**src/rtl/bfly_unit.sv**
```systemverilog
// Radix-2 complex butterfly X = A + W*B, Y = A - W*B on Q1.(N-1) operands; SATURATE_EN clamps overflow instead of wrapping.
// Latency 3 cycles, throughput 1 per cycle; sticky ovf flag with synchronous clear (set wins).
// Backpressure: a stage loads when empty or when its successor loads; in_ready drops only with all stages full.
module bfly_unit #(
    parameter int N      = 8,
    parameter int STAGES = 3
) (
    input  logic         clk,
    input  logic         reset,
    input  logic         in_valid,
    output logic         in_ready,
    input  logic [N-1:0] a_re,
    input  logic [N-1:0] a_im,
    input  logic [N-1:0] b_re,
    input  logic [N-1:0] b_im,
    input  logic [N-1:0] w_re,
    input  logic [N-1:0] w_im,
    input  logic         scale,
    output logic         out_valid,
    input  logic         out_ready,
    output logic [N-1:0] x_re,
    output logic [N-1:0] x_im,
    output logic [N-1:0] y_re,
    output logic [N-1:0] y_im,
    output logic         ovf,
    input  logic         ovf_clr
);

    logic [STAGES-1:0] vld_q;
    logic [STAGES-1:0] ld;

    // Stage 1 state: partial products plus carried A and scale
    logic signed [2*N-1:0] m_rr_q, m_ii_q, m_ri_q, m_ir_q;
    logic signed [2*N-1:0] m_rr_d, m_ii_d, m_ri_d, m_ir_d;
    logic        [N-1:0]   s1_are_q, s1_aim_q;
    logic                  s1_scale_q;

    // Stage 2 state: rescaled product P
    logic signed [N+1:0]   p_re_q, p_im_q;
    logic signed [N+1:0]   p_re_d, p_im_d;
    logic        [N-1:0]   s2_are_q, s2_aim_q;
    logic                  s2_scale_q;

    // Stage 3 state: output registers
    logic [N-1:0] x_re_q, x_im_q, y_re_q, y_im_q;
    logic [N-1:0] x_re_d, x_im_d, y_re_d, y_im_d;
    logic         ovf_q;
    logic         ovf_evt;

    always_comb begin
        ld[2] = !vld_q[2] | out_ready;
        ld[1] = !vld_q[1] | ld[2];
        ld[0] = !vld_q[0] | ld[1];
    end

    assign in_ready = ld[0];

    always_comb begin
        logic signed [2*N-1:0] wr_x, wi_x, br_x, bi_x;
        wr_x   = {{N{w_re[N-1]}}, w_re};
        wi_x   = {{N{w_im[N-1]}}, w_im};
        br_x   = {{N{b_re[N-1]}}, b_re};
        bi_x   = {{N{b_im[N-1]}}, b_im};
        m_rr_d = wr_x * br_x;
        m_ii_d = wi_x * bi_x;
        m_ri_d = wr_x * bi_x;
        m_ir_d = wi_x * br_x;
    end

    // Full 2N+1-bit sums, then arithmetic shift by N-1 keeps N+2 bits (truncation toward -inf)
    always_comb begin
        logic signed [2*N:0] pr_full, pi_full;
        pr_full = {m_rr_q[2*N-1], m_rr_q} - {m_ii_q[2*N-1], m_ii_q};
        pi_full = {m_ri_q[2*N-1], m_ri_q} + {m_ir_q[2*N-1], m_ir_q};
        p_re_d  = (N+2)'(pr_full >>> (N-1));
        p_im_d  = (N+2)'(pi_full >>> (N-1));
    end

    // Reduce an N+2-bit value to N bits; bit N of the result flags out-of-range
    function automatic logic [N:0] fit(input logic signed [N+1:0] v);
        logic oor;
        logic [N-1:0] r;
        oor = !((v[N+1:N-1] == 3'b000) || (v[N+1:N-1] == 3'b111));
`ifdef SATURATE_EN
        if (oor)
            r = v[N+1] ? {1'b1, {(N-1){1'b0}}} : {1'b0, {(N-1){1'b1}}};
        else
            r = v[N-1:0];
`else
        r = v[N-1:0];
`endif
        return {oor, r};
    endfunction

    always_comb begin
        logic signed [N+1:0] a_re_x, a_im_x, sx_re, sx_im, sy_re, sy_im;
        logic [N:0] fxr, fxi, fyr, fyi;
        a_re_x = {{2{s2_are_q[N-1]}}, s2_are_q};
        a_im_x = {{2{s2_aim_q[N-1]}}, s2_aim_q};
        sx_re  = a_re_x + p_re_q;
        sx_im  = a_im_x + p_im_q;
        sy_re  = a_re_x - p_re_q;
        sy_im  = a_im_x - p_im_q;
        if (s2_scale_q) begin
            sx_re = sx_re >>> 1;
            sx_im = sx_im >>> 1;
            sy_re = sy_re >>> 1;
            sy_im = sy_im >>> 1;
        end
        fxr     = fit(sx_re);
        fxi     = fit(sx_im);
        fyr     = fit(sy_re);
        fyi     = fit(sy_im);
        x_re_d  = fxr[N-1:0];
        x_im_d  = fxi[N-1:0];
        y_re_d  = fyr[N-1:0];
        y_im_d  = fyi[N-1:0];
        ovf_evt = fxr[N] | fxi[N] | fyr[N] | fyi[N];
    end

    always_ff @(posedge clk or negedge reset) begin
        if (!reset) begin
            vld_q      <= '0;
            m_rr_q     <= '0;
            m_ii_q     <= '0;
            m_ri_q     <= '0;
            m_ir_q     <= '0;
            s1_are_q   <= '0;
            s1_aim_q   <= '0;
            s1_scale_q <= 1'b0;
            p_re_q     <= '0;
            p_im_q     <= '0;
            s2_are_q   <= '0;
            s2_aim_q   <= '0;
            s2_scale_q <= 1'b0;
            x_re_q     <= '0;
            x_im_q     <= '0;
            y_re_q     <= '0;
            y_im_q     <= '0;
            ovf_q      <= 1'b0;
        end else begin
            if (ld[0]) begin
                vld_q[0] <= in_valid;
                if (in_valid) begin
                    m_rr_q     <= m_rr_d;
                    m_ii_q     <= m_ii_d;
                    m_ri_q     <= m_ri_d;
                    m_ir_q     <= m_ir_d;
                    s1_are_q   <= a_re;
                    s1_aim_q   <= a_im;
                    s1_scale_q <= scale;
                end
            end
            if (ld[1]) begin
                vld_q[1] <= vld_q[0];
                if (vld_q[0]) begin
                    p_re_q     <= p_re_d;
                    p_im_q     <= p_im_d;
                    s2_are_q   <= s1_are_q;
                    s2_aim_q   <= s1_aim_q;
                    s2_scale_q <= s1_scale_q;
                end
            end
            if (ld[2]) begin
                vld_q[2] <= vld_q[1];
                if (vld_q[1]) begin
                    x_re_q <= x_re_d;
                    x_im_q <= x_im_d;
                    y_re_q <= y_re_d;
                    y_im_q <= y_im_d;
                end
            end
            if (ld[2] && vld_q[1] && ovf_evt)
                ovf_q <= 1'b1;
            else if (ovf_clr)
                ovf_q <= 1'b0;
        end
    end

    assign out_valid = vld_q[2];
    assign x_re      = x_re_q;
    assign x_im      = x_im_q;
    assign y_re      = y_re_q;
    assign y_im      = y_im_q;
    assign ovf       = ovf_q;

endmodule

```
**config.mk**
```make
export PLATFORM = sky130hd
export DESIGN_NAME = bfly_unit
export DESIGN_NICKNAME = d
export VERILOG_FILES = /design/src/rtl/bfly_unit.sv
export SDC_FILE = /design/constraint.sdc
export NUM_CORES = 1
export LEC_CHECK = 0
export CAP_MARGIN = 20
export CORE_ASPECT_RATIO = 0.8
export CORE_UTILIZATION = 40
export CTS_CLUSTER_DIAMETER = 30
export DETAILED_ROUTE_END_ITERATION = 8
export PLACE_DENSITY_LB_ADDON = 0.05
export SLEW_MARGIN = 10
export SYNTH_ARGS = -nofsm -noshare
export SYNTH_HDL_FRONTEND = slang
export SYNTH_SLANG_ARGS = --single-unit
export TNS_END_PERCENT = 20
```
**constraint.sdc**
```tcl
create_clock -name clk -period 4.2 [get_ports clk]
set_input_delay 0.63 -clock clk [delete_from_list [all_inputs] [get_ports clk]]
set_output_delay 0.63 -clock clk [all_outputs]
set_load 0.05 [all_outputs]
```
# Word-level counts from Yosys, hierarchy flattened

Cells that the tools add are included.

Register bits after elaboration: 154
Input bits: 54
Output and inout port bits: 35
Word-level logic and storage cells: 67

$add $sub $neg: 6
$mul: 4
Equality and inequality tests: 4
Muxes and demuxes: 6
Bitwise logic cells: 6
Reduce and logical (&&, ||, !) cells: 21

Operators by type and width:

| cell                                           | number |
|---|---|
| 8-bit by 8-bit multiplier with 16-bit output   | 4 |
| 9-bit two-way mux                              | 4 |
| 8-bit by 10-bit adder with 10-bit output       | 2 |
| 8-bit by 10-bit subtractor with 10-bit output  | 2 |
| 16-bit by 16-bit adder with 17-bit output      | 1 |
| 16-bit by 16-bit subtractor with 17-bit output | 1 |
| 3-bit == test (second input constant)          | 4 |
| 3-bit zero test                                | 4 |
| 1-bit zero test                                | 7 |
| 1-bit OR                                       | 6 |
| 2-bit AND reduction                            | 3 |
| 1-bit logical OR                               | 4 |
| 1-bit logical AND                              | 2 |
| 1-bit two-way mux                              | 2 |
| 2-bit nonzero test                             | 1 |

# Depth between registers and ports, before layout

Gate-level depths: netlist of the first run.

Word-level depth: 10
Gate-level depth with buffers: 22

# Worst setup path before layout of the first run

Ideal clock, no wire load.

Path type: input -> register
Start point: in w_re[6]
End point: reg m_ri_q[14]
Setup time: 121 ps
Arrival: 4708 ps
Required time: 4079 ps
Setup slack: -630 ps
Stages: 19
Cells stage by stage: clkbuf_1 -> and2_1 -> fa_1 -> inv_1 -> fa_1 -> inv_1 -> fa_1 -> inv_1 -> fa_1 -> inv_1 -> ha_1 -> o21ai_0 -> a21boi_0 -> o21ai_0 -> a21boi_0 -> o211ai_1 -> a21boi_0 -> or3_1 -> a41o_1

Longest elaborated chain between the ends: 1

RTL lines:

| item                                         | RTL line | source |
|---|---|---|
| from (decl)                                  | 16       | `input logic [N-1:0] w_re,` |
| 8-bit by 8-bit multiplier with 16-bit output | 66       | `m_ri_d = wr_x * bi_x;` |
| to (signal assigned)                         | 147      | `m_ri_q <= m_ri_d;` |
| to (decl)                                    | 33       | `logic signed [2*N-1:0] m_rr_q, m_ii_q, m_ri_q, m_ir_q;` |

Every way passes these cells.
A chain may end at the register's enable or synchronous reset.

# Final worst setup path of the first run

Start point: in b_re[1]
End point: reg m_rr_q[8]

Longest elaborated chain between the ends: 1

RTL lines:

| item                                         | RTL line | source |
|---|---|---|
| from (decl)                                  | 14       | `input logic [N-1:0] b_re,` |
| 8-bit by 8-bit multiplier with 16-bit output | 64       | `m_rr_d = wr_x * br_x;` |
| to (signal assigned)                         | 145      | `m_rr_q <= m_rr_d;` |
| to (decl)                                    | 33       |  |

Every way passes these cells.

==> flow_metrics.py, run 1 <==
metrics = {
    "sta": {
        "timing.final.crit_share": 1.03,
        "timing.fmax_mhz": 230,
        "tightest_slew_ns": 0.961,
        "rsz0062_at_grt": "true",
        "finClkSkew_ns": 0.00813,
        "slew_violations": 0,
        "hold_viol_final": 0,
        "setup_violations": 15,
        "setup_slack_ns": -0.146,
        "post-route-min-period_ns": 4.35,
        "slew_headroom": 0.359,
    },
    "floorplan": {
        "core_region_area_sq_um": 45000,
        "io_pins": 89,
        "start_util": 0.410,
        "rows": 69,
        "die-area_sq_um": 47000,
        "dieHeight_microns": 194,
        "die_x_microns": 242,
    },
    "synthesis": {
        "netlist_area_sq_um": 18400,
        "yosys_warnings": 0,
        "synthCells": 2003,
        "synth_nets": 2463,
        "ys_types": 56,
        "synthTopCellsByArea": "fa_1 24%, dfrtp_1 21%, ha_1 12%, inv_1 7.7%, and2_1 5.6%",
        "synth_top_cell_area_share": 0.243,
        "yosys.area.top_type": "fa_1",
        "ys.flop_type": "dfrtp_1",
        "synth.avg_cell_area_sq_um": 9.21,
        "ys_ff_latch": 154,
        "ys_seq_area_frac": 0.209,
        "synthArstFlopShare": 1.00,
        "synth_edf_count": 0,
    },
    "power_and_ir_drop": {
        "finalPower_w": 0.0166,
        "power.leakage_nw": 11.6,
        "vdd_ir_drop_max_uv": 340,
        "power_density_nw_per_um2": 700,
    },
    "final_layout": {
        "area_delta_synth_final_pct": 28.5,
        "finalNetCount": 2782,
        "finalInstanceArea_sq_um": 23700,
        "drive_gt1_frac": 0.253,
        "fillCellCount": 4192,
        "diodes": 0,
        "fin_util": 0.527,
    },
    "place": {
        "hpwl_microns": 35100,
        "placed_area_sq_um": 21500,
        "place.gp.congestion": 0.802,
        "io_buffers": 88,
    },
    "critical_path": {
        "critPathCaptureType": "flop",
        "start_kind": "primary input",
        "path_max_fanout": 5,
        "arrival_ns": 4.69,
        "required_ns": 4.54,
        "worstSetupPathType": "primary input to flop",
    },
    "global_routing": {
        "gr-total-overflow": 0,
        "antenna_found_initial": 0,
        "grt_pass1_vias": 14500,
        "grt.total_usage": 0.200,
        "grt_pass1_wl_microns": 75300,
        "grt_use_met3": 0.0235,
        "top_usage_layer": "met2",
        "gr-usage-met1": 0.285,
        "grt_use_met2": 0.323,
        "grt_max_degree": 138,
    },
    "clocking": {
        "cts_buffer_depth": 2,
        "cts_sinks": 154,
        "clk_latency_ns": 0.44,
        "cts_inserted_buffers": 17,
        "cts_root_buffer": "clkbuf_16",
        "cts_tree": "yes",
        "clk_pin_slew_ns": 0.07,
        "cts.htree.levels": 4,
    },
    "route": {
        "route.detailed.drc": 0,
        "vias_per_cell": 4.72,
        "vias": 13900,
        "wl_per_cell_microns": 15.3,
        "ant_nets": 0,
        "detailedRoute.firstPassIterationCount": 5,
        "drtIter0Drc": 527,
        "routed_wl_microns": 44900,
    },
    "run": {
        "drv_cap": 0,
    },
    "status": {
        "failed_checks": "negative setup slack",
        "status": "finished with violations",
    },
    "hold_path": {
        "min_path_type": "primary input to asynchronous set/reset pin",
    },
}
==> cell usage after synthesis, types with 58 or more instances <==
cell      number
a21oi_1       60
and2_1       164
clkbuf_1      65
dfrtp_1      154
fa_1         224
ha_1         182
inv_1        378
mux2_2        58
nand2_1      184
nor2_1        70
o21ai_0      112
xnor2_1       68
==> kinds of logic (layout without fill, tap and decap cells) <==
| group | Yosys count | count (layout) | synth area share |
|---|---|---|---|
| and+or+nand+nor | 538 | 538 | 0.147 |
| muxes | 70 | 70 | 0.0419 |
| buffers and inverters | 454 | 784 | 0.0931 |
| DFF | 154 | 154 | 0.209 |
| adders and majority gates | 406 | 406 | 0.367 |
| AOI/OAI and AO/OA | 269 | 269 | 0.0889 |
| xor gates and xnor gates | 112 | 112 | 0.0532 |
==> layout make-up <==
type / count / area, sq um / share of cell area
Clock buffer: 20 / 447 / 0.0188
Clock inverter: 10 / 144 / 0.00607
Sequential cell: 154 / 3850 / 0.163
Timing Repair Buffer: 376 / 3440 / 0.145
Tap cell: 603 / 754 / 0.0318
Inverter: 378 / 1430 / 0.0601
Multi-Input combinational cell: 1395 / 13600 / 0.575
==> where the power goes <==
part	switching (W)	internal [W]	total [W]
clock	0.000641	0.000946	0.00159
sequential	0.000436	0.00211	0.00255
combinational	0.00644	0.00600	0.0124
total	0.00752	0.00906	0.0166
==> flip-flops by register name (all words and copies together) (netlist names) <==
signal / count
s2_aim_q: 8
p_im_q: 10
m_ii_q: 16
m_ir_q: 16
p_re_q: 10
m_ri_q: 16
s1_aim_q: 8
x_re: 8
s1_are_q: 8
s2_are_q: 8
s1_scale_q: 1
ovf: 1
m_rr_q: 16
y_im: 8
s2_scale_q: 1
vld_q: 3
x_im: 8
y_re: 8
==> repair_timing <==
item,4_1_cts,5_1_grt
gates resized for setup,242,127
pin swaps,84,79
hold buffers,0,0
buffers inserted,62,16
cloned,7,0
endpoints found under the setup margin,32,29
==> placed cells by master (no fill, tap or decap), types with 30 or more instances in the layout <==
cell             instances
a21oi_1                 44
and2_1                 134
and2_4                  30
buf_4                  231
buf_6                   33
clkdlybuf4s50_1         55
dfrtp_1                154
fa_1                   218
ha_1                   147
inv_1                  337
inv_2                   39
mux2_2                  58
nand2_1                178
nor2_1                  63
o21ai_0                 96
xnor2_1                 63
xor2_1                  43
==> critical path, cell delays in order <==
cell and delay (ns):
buf_6 0.09, buf_8 0.13, buf_8 0.12, buf_4 0.13, buf_4 0.12, and2_1 0.13
ha_2 0.17, fa_1 0.53, inv_1 0.05, fa_1 0.49, fa_1 0.53, inv_2 0.04
ha_4 0.22, nor2b_4 0.13, o21ai_4 0.13, a21boi_2 0.09, buf_4 0.13, buf_4 0.12
buf_4 0.12, buf_4 0.12, buf_4 0.12, buf_4 0.12, o31ai_1 0.22
==> stage by stage <==
step,worst slack (ns),setup TNS [ns],hold slack (ns),cells
5_1_grt,-0.268,-3.84,0.333,2936
6_report,-0.146,-1.10,0.243,2936
2_1_floorplan,-0.432,-4.14,0.334,2003
3_5_place_dp,-1.25,-32.95,0.467,2824
3_3_place_gp,-1.17,-31.50,0.460,2824
4_1_cts,-0.212,-2.02,0.310,2922
==> per-layer routing <==
| metal | vias up | share of wire | wire length (microns) |
|---|---|---|---|
| met5 | - | 0 | 0 |
| met4 | 0 | 0.018 | 789 |
| met3 | 35 | 0.026 | 1160 |
| met2 | 200 | 0.45 | 20100 |
| met1 | 6716 | 0.51 | 22900 |
| li1 | 6900 | - | - |
==> path summary, 6_finish.rpt <==
kind	startpoint	endpoint	slack [ns]	cells past startpoint
max	b_re[1]	m_rr_q[8]$_DFFE_PN0P_	-0.15	23
min	reset	x_im[2]$_DFFE_PN0P_	0.24	1
max reg2reg	p_re_q[0]$_DFFE_PN0P_	ovf$_DFFE_PN0P_	1.21	11
min reg2reg	x_re[0]$_DFFE_PN0P_	x_re[0]$_DFFE_PN0P_	0.47	1
max in group asynchronous	reset	m_ri_q[12]$_DFFE_PN0P_	3.14	2
min in group clk	x_re[0]$_DFFE_PN0P_	x_re[0]$_DFFE_PN0P_	0.47	1
(Power assumes the default switching activity.)
==> run 2, diff against run 1 <==
ABC_CLOCK_PERIOD_IN_PS = 4200   (was default)
CORE_MARGIN = 2   (was default)
PLACE_DENSITY = 0.59   (was default)
PLACE_DENSITY_LB_ADDON = default   (was 0.05)
==> run 2 against run 1 <==
  * Final cell count increased by 0.78%
  * The run still ends with negative setup slack left
  * Clock power decreased by 4%
  * Worst hold slack worse by 0.016 ns
  * Non-clock buffer count grew 13
  * Sequential share of layout area is 0.13 points lower
  * Critical path type unchanged
  * Design area is 0.82% higher
  * Core utilization decreased by 0.33 points
  * Die area increased by 1.9%
  * Register-to-register slack worse by 0.04 ns
==> flow_metrics.py, run 2 (synthesized netlist as in run 1, its figures left out) <==
metrics = {
    "global_routing": {
        "grt_max_degree": 80,
        "antenna_found_initial": 4,
        "grt_pass1_wl_microns": 77100,
        "grt_pass1_vias": 14900,
        "grt.total_usage": 0.202,
        "gr-total-overflow": 0,
    },
    "final_layout": {
        "drive_gt1_frac": 0.262,
        "final_common_cell": "inv_1",
        "seqCellArea_sq_um": 3850,
        "fillCellCount": 4154,
        "final_cell_mix": "336 x inv_1, 249 x buf_4, 216 x fa_1",
        "final_cells": 2959,
        "multi_input_area_sq_um": 13700,
        "area_delta_synth_final_pct": 29.5,
        "finalNetCount": 2795,
        "diodes": 0,
    },
    "route": {
        "routed_wl_microns": 46300,
        "ant_nets": 0,
        "top_layer": "met5",
        "wl_met1_microns": 22300,
        "vias_per_cell": 4.81,
        "dr_wl_met2_microns": 20900,
        "route.detailed.drc": 0,
        "wl_met3_microns": 2550,
        "vias": 14200,
        "detailedRoute.firstPassIterationCount": 4,
        "wl_per_cell_microns": 15.6,
        "drtIter0Drc": 644,
    },
    "hold_path": {
        "min_path_type": "primary input to asynchronous set/reset pin",
    },
    "clocking": {
        "cts_tree": "yes",
        "cts.htree.levels": 4,
        "clk_pin_slew_ns": 0.07,
        "cts_buffer_depth": 2,
        "cts_root_buffer": "clkbuf_16",
        "cts_sinks": 154,
        "clk_latency_ns": 0.44,
        "hold_buffers": 0,
        "cts_inserted_buffers": 17,
    },
    "sta": {
        "rsz0062_at_grt": "true",
        "tightest_slew_ns": 0.952,
        "slew_headroom": 0.363,
        "setup_slack_ns": -0.121,
        "post-route-min-period_ns": 4.32,
        "setup_violations": 10,
        "finClkSkew_ns": 0.0128,
        "timing.fmax_mhz": 231,
        "hold_viol_final": 0,
        "timing.final.crit_share": 1.03,
        "slew_violations": 0,
    },
    "power_and_ir_drop": {
        "power_density_nw_per_um2": 703,
        "power.leakage_nw": 11.7,
        "vdd_ir_drop_max_uv": 417,
        "finalPower_w": 0.0168,
    },
    "critical_path": {
        "path_max_fanout": 5,
        "start_kind": "primary input",
        "arrival_ns": 4.65,
        "required_ns": 4.53,
        "critPathCaptureType": "flop",
        "worstSetupPathType": "primary input to flop",
    },
    "place": {
        "place.gp.congestion": 0.852,
        "hpwl_microns": 34600,
        "io_buffers": 88,
        "place_inst": 2826,
        "pre_cts_ws_ns": -1.25,
    },
    "floorplan": {
        "core_region_area_sq_um": 45600,
        "io_pins": 89,
        "rows": 70,
        "die_x_microns": 244,
        "dieHeight_microns": 196,
        "start_util": 0.404,
        "die-area_sq_um": 47800,
    },
    "run": {
        "drv_cap": 0,
    },
    "status": {
        "failed_checks": "negative setup slack",
        "status": "finished with violations",
    },
}
==> run 2: routing by layer <==
layer / global-route usage / vias to the layer above
met2: 0.323 / 290
met5: 0 / -
met4: 0.0395 / 4
li1: - / 6925
met1: 0.286 / 6965
met3: 0.0421 / 42
==> run 2: layout make-up <==
| class | instances | area share |
|---|---|---|
| clock buffers | 18 | 0.0180 |
| clock inverters | 13 | 0.00587 |
| inverters | 378 | 0.0595 |
| multi-input cells | 1395 | 0.573 |
| flip-flops and latches | 154 | 0.161 |
| well taps | 612 | 0.0321 |
| repair buffers | 389 | 0.150 |
==> run 2: critical path, cell delays in order <==
cell and delay, ns:
buf_4 0.15, buf_4 0.15, and2_1 0.15, fa_1 0.54, fa_1 0.51, fa_1 0.49, inv_1 0.05, fa_1 0.47
inv_1 0.06, ha_4 0.23, a21boi_2 0.17, o21ai_2 0.17, a21boi_2 0.08, o211ai_1 0.17, a21boi_1 0.10, or3_1 0.32
a41o_1 0.21
==> run 2: path summary, 6_finish.rpt <==
path,startpoint,end,slack [ns],depth (start not counted)
worst max-delay path,w_re[2],m_ri_q[14]$_DFFE_PN0P_,-0.12,17
worst min-delay path,reset,y_im[0]$_DFFE_PN0P_,0.23,1
worst max register to register,p_re_q[0]$_DFFE_PN0P_,ovf$_DFFE_PN0P_,1.17,12
worst min register to register,x_im[0]$_DFFE_PN0P_,x_im[0]$_DFFE_PN0P_,0.48,1
max in group asynchronous,reset,p_re_q[6]$_DFFE_PN0P_,3.07,2
min in group clk,x_im[0]$_DFFE_PN0P_,x_im[0]$_DFFE_PN0P_,0.48,1
==> run 2: power breakdown <==
part	leakage (nW)	internal, W	switching, W	total (W)
Clock	0.263	0.000830	0.000702	0.00153
Sequential	1.85	0.00211	0.000466	0.00258
Combinational	9.57	0.00613	0.00656	0.0127
Total	11.7	0.00907	0.00772	0.0168
==> run 2: timing repair <==
| item | CTS | global route |
|---|---|---|
| pin swaps | 88 | 98 |
| buffers inserted | 73 | 23 |
| setup endpoints to repair | 33 | 26 |
| gates resized for setup | 270 | 146 |
| cloned | 10 | 0 |
==> run 2: per-stage QoR <==
stage	cell area, sq um	TNS, ns	utilization	hold WS (ns)
6_report	23900	-0.761	0.524	0.227
4_1_cts	23400	-1.16	0.512	0.246
2_1_floorplan	18600	-4.14	-	0.334
5_1_grt	23900	-3.35	0.524	0.275
3_5_place_dp	21500	-32.55	0.471	0.469
3_3_place_gp	21500	-30.48	0.471	0.452
==> run 3, diff against run 2 <==
SLEW_MARGIN = 30   (was 10)
==> run 3 against run 2 <==
  * The run still ends with negative setup slack left
  * Clock skew up 0.00053 ns
  * Global-route usage unchanged
  * Critical path type unchanged
  * Largest cell class unchanged
  * Critical endpoint unchanged
  * Largest power group unchanged
  * Flip-flop and latch count unchanged
  * Highest routed layer unchanged
==> flow_metrics.py, run 3 (synthesized netlist as in run 1, its figures left out) <==
metrics = {
    "clocking": {
        "hold_buffers": 0,
        "cts_sinks": 154,
        "cts_tree": "yes",
        "cts_buffer_depth": 2,
        "cts.htree.levels": 4,
        "clk_pin_slew_ns": 0.07,
        "cts_root_buffer": "clkbuf_16",
        "cts_inserted_buffers": 17,
        "clk_latency_ns": 0.44,
    },
    "route": {
        "detailedRoute.firstPassIterationCount": 4,
        "route.detailed.drc": 0,
        "drtIter0Drc": 640,
        "ant_nets": 0,
        "routed_wl_microns": 46300,
        "vias": 14200,
        "vias_per_cell": 4.80,
        "wl_per_cell_microns": 15.6,
    },
    "sta": {
        "setup_slack_ns": -0.120,
        "tightest_slew_ns": 0.719,
        "hold_viol_final": 0,
        "slew_headroom": 0.521,
        "rsz0062_at_grt": "true",
        "setup_tns_ns": -0.749,
        "timing.final.crit_share": 1.03,
        "post-route-min-period_ns": 4.32,
        "slew_violations": 0,
        "timing.fmax_mhz": 232,
        "finClkSkew_ns": 0.0133,
        "setup_violations": 10,
    },
    "global_routing": {
        "gr-total-overflow": 0,
        "antenna_found_initial": 4,
        "grt_pass1_wl_microns": 77100,
        "grt_pass1_vias": 14900,
        "grt_max_degree": 80,
        "grt.total_usage": 0.202,
    },
    "power_and_ir_drop": {
        "power.leakage_nw": 11.7,
        "vdd_ir_drop_max_uv": 417,
        "finalPower_w": 0.0168,
        "power_density_nw_per_um2": 703,
    },
    "floorplan": {
        "dieHeight_microns": 196,
        "die_x_microns": 244,
        "die-area_sq_um": 47800,
        "io_pins": 89,
        "start_util": 0.404,
        "rows": 70,
        "core_region_area_sq_um": 45600,
    },
    "final_layout": {
        "final_common_cell": "inv_1",
        "finalNetCount": 2795,
        "final_cell_mix": "336 x inv_1, 249 x buf_4, 216 x fa_1",
        "area_delta_synth_final_pct": 29.6,
        "diodes": 0,
        "fin_util": 0.524,
        "fillCellCount": 4154,
        "drive_gt1_frac": 0.262,
    },
    "critical_path": {
        "arrival_ns": 4.65,
        "ff2ff_setup_slack_ns": 1.18,
        "critPathCaptureType": "flop",
        "required_ns": 4.53,
        "reg2reg_depth": 12,
        "start_kind": "primary input",
        "path_max_fanout": 5,
        "worstSetupPathType": "primary input to flop",
        "reg2reg_from": "p_re_q[0]$_DFFE_PN0P_",
        "timing.rr.end": "ovf$_DFFE_PN0P_",
    },
    "place": {
        "hpwl_microns": 34600,
        "io_buffers": 88,
        "place.gp.congestion": 0.852,
    },
    "hold_path": {
        "min_path_type": "primary input to asynchronous set/reset pin",
    },
    "status": {
        "status": "finished with violations",
        "failed_checks": "negative setup slack",
    },
    "run": {
        "drv_cap": 0,
    },
}
run 3: area by class of cell:
| cell class | instances | area (sq um) | share of cell area |
|---|---|---|---|
| multi-input cells | 1395 | 13700 | 0.573 |
| flip-flops and latches | 154 | 3850 | 0.161 |
| repair buffers | 389 | 3590 | 0.150 |
| inverters | 378 | 1420 | 0.0595 |
| well taps | 612 | 766 | 0.0320 |
| clock buffers | 18 | 429 | 0.0180 |
| clock inverters | 13 | 140 | 0.00586 |
run 3: where the power goes:
| part | internal, W | switching [W] | total [W] |
|---|---|---|---|
| Combinational | 0.00613 | 0.00656 | 0.0127 |
| Sequential | 0.00211 | 0.000467 | 0.00258 |
| Clock | 0.000830 | 0.000702 | 0.00153 |
run 3: worst max-delay path by stage:
stage | start | end | slack, ns | depth (start not counted)
finish | w_re[2] | m_ri_q[14]$_DFFE_PN0P_ | -0.12 | 17
global route | w_re[5] | m_ri_q[14]$_DFFE_PN0P_ | -0.27 | 20
CTS | w_re[5] | m_rr_q[15]$_DFFE_PN0P_ | -0.15 | 21
detailed placement | w_re[2] | m_rr_q[13]$_DFFE_PN0P_ | -1.25 | 20
global placement | w_re[2] | m_rr_q[13]$_DFFE_PN0P_ | -1.21 | 20
floorplan | w_re[6] | m_ri_q[14]$_DFFE_PN0P_ | -0.43 | 19
run 3: routing by layer:
layer	routed length (microns)	global-route usage	vias to the layer above
met5	27	0	-
met4	528	0.0395	4
met3	2570	0.0421	42
met2	20900	0.323	286
met1	22200	0.286	6959
li1	-	-	6924
run 3: worst max-delay path, cell delays in order:
cell and delay, ns:
buf_4 0.15, buf_4 0.15, and2_1 0.15, fa_1 0.54, fa_1 0.51, fa_1 0.49, inv_1 0.05, fa_1 0.47
inv_1 0.06, ha_4 0.23, a21boi_2 0.17, o21ai_2 0.17, a21boi_2 0.08, o211ai_1 0.17, a21boi_1 0.10, or3_1 0.32
a41o_1 0.21
run 3: what timing repair did:
item	CTS	global route
cloned	10	0
hold endpoints to repair	0	0
pin swaps	88	98
setup endpoints to repair	33	26
gates resized for setup	270	146
buffers inserted	73	23
run 3: stage by stage:
stage	hold slack, ns	setup slack (ns)	instances	cell area (sq um)
after floorplan	0.334	-0.432	2003	18600
after global placement	0.452	-1.21	2826	21500
after detailed placement	0.469	-1.25	2826	21500
after CTS	0.246	-0.146	2940	23400
after global routing	0.275	-0.273	2959	23900
final	0.226	-0.120	2959	23900
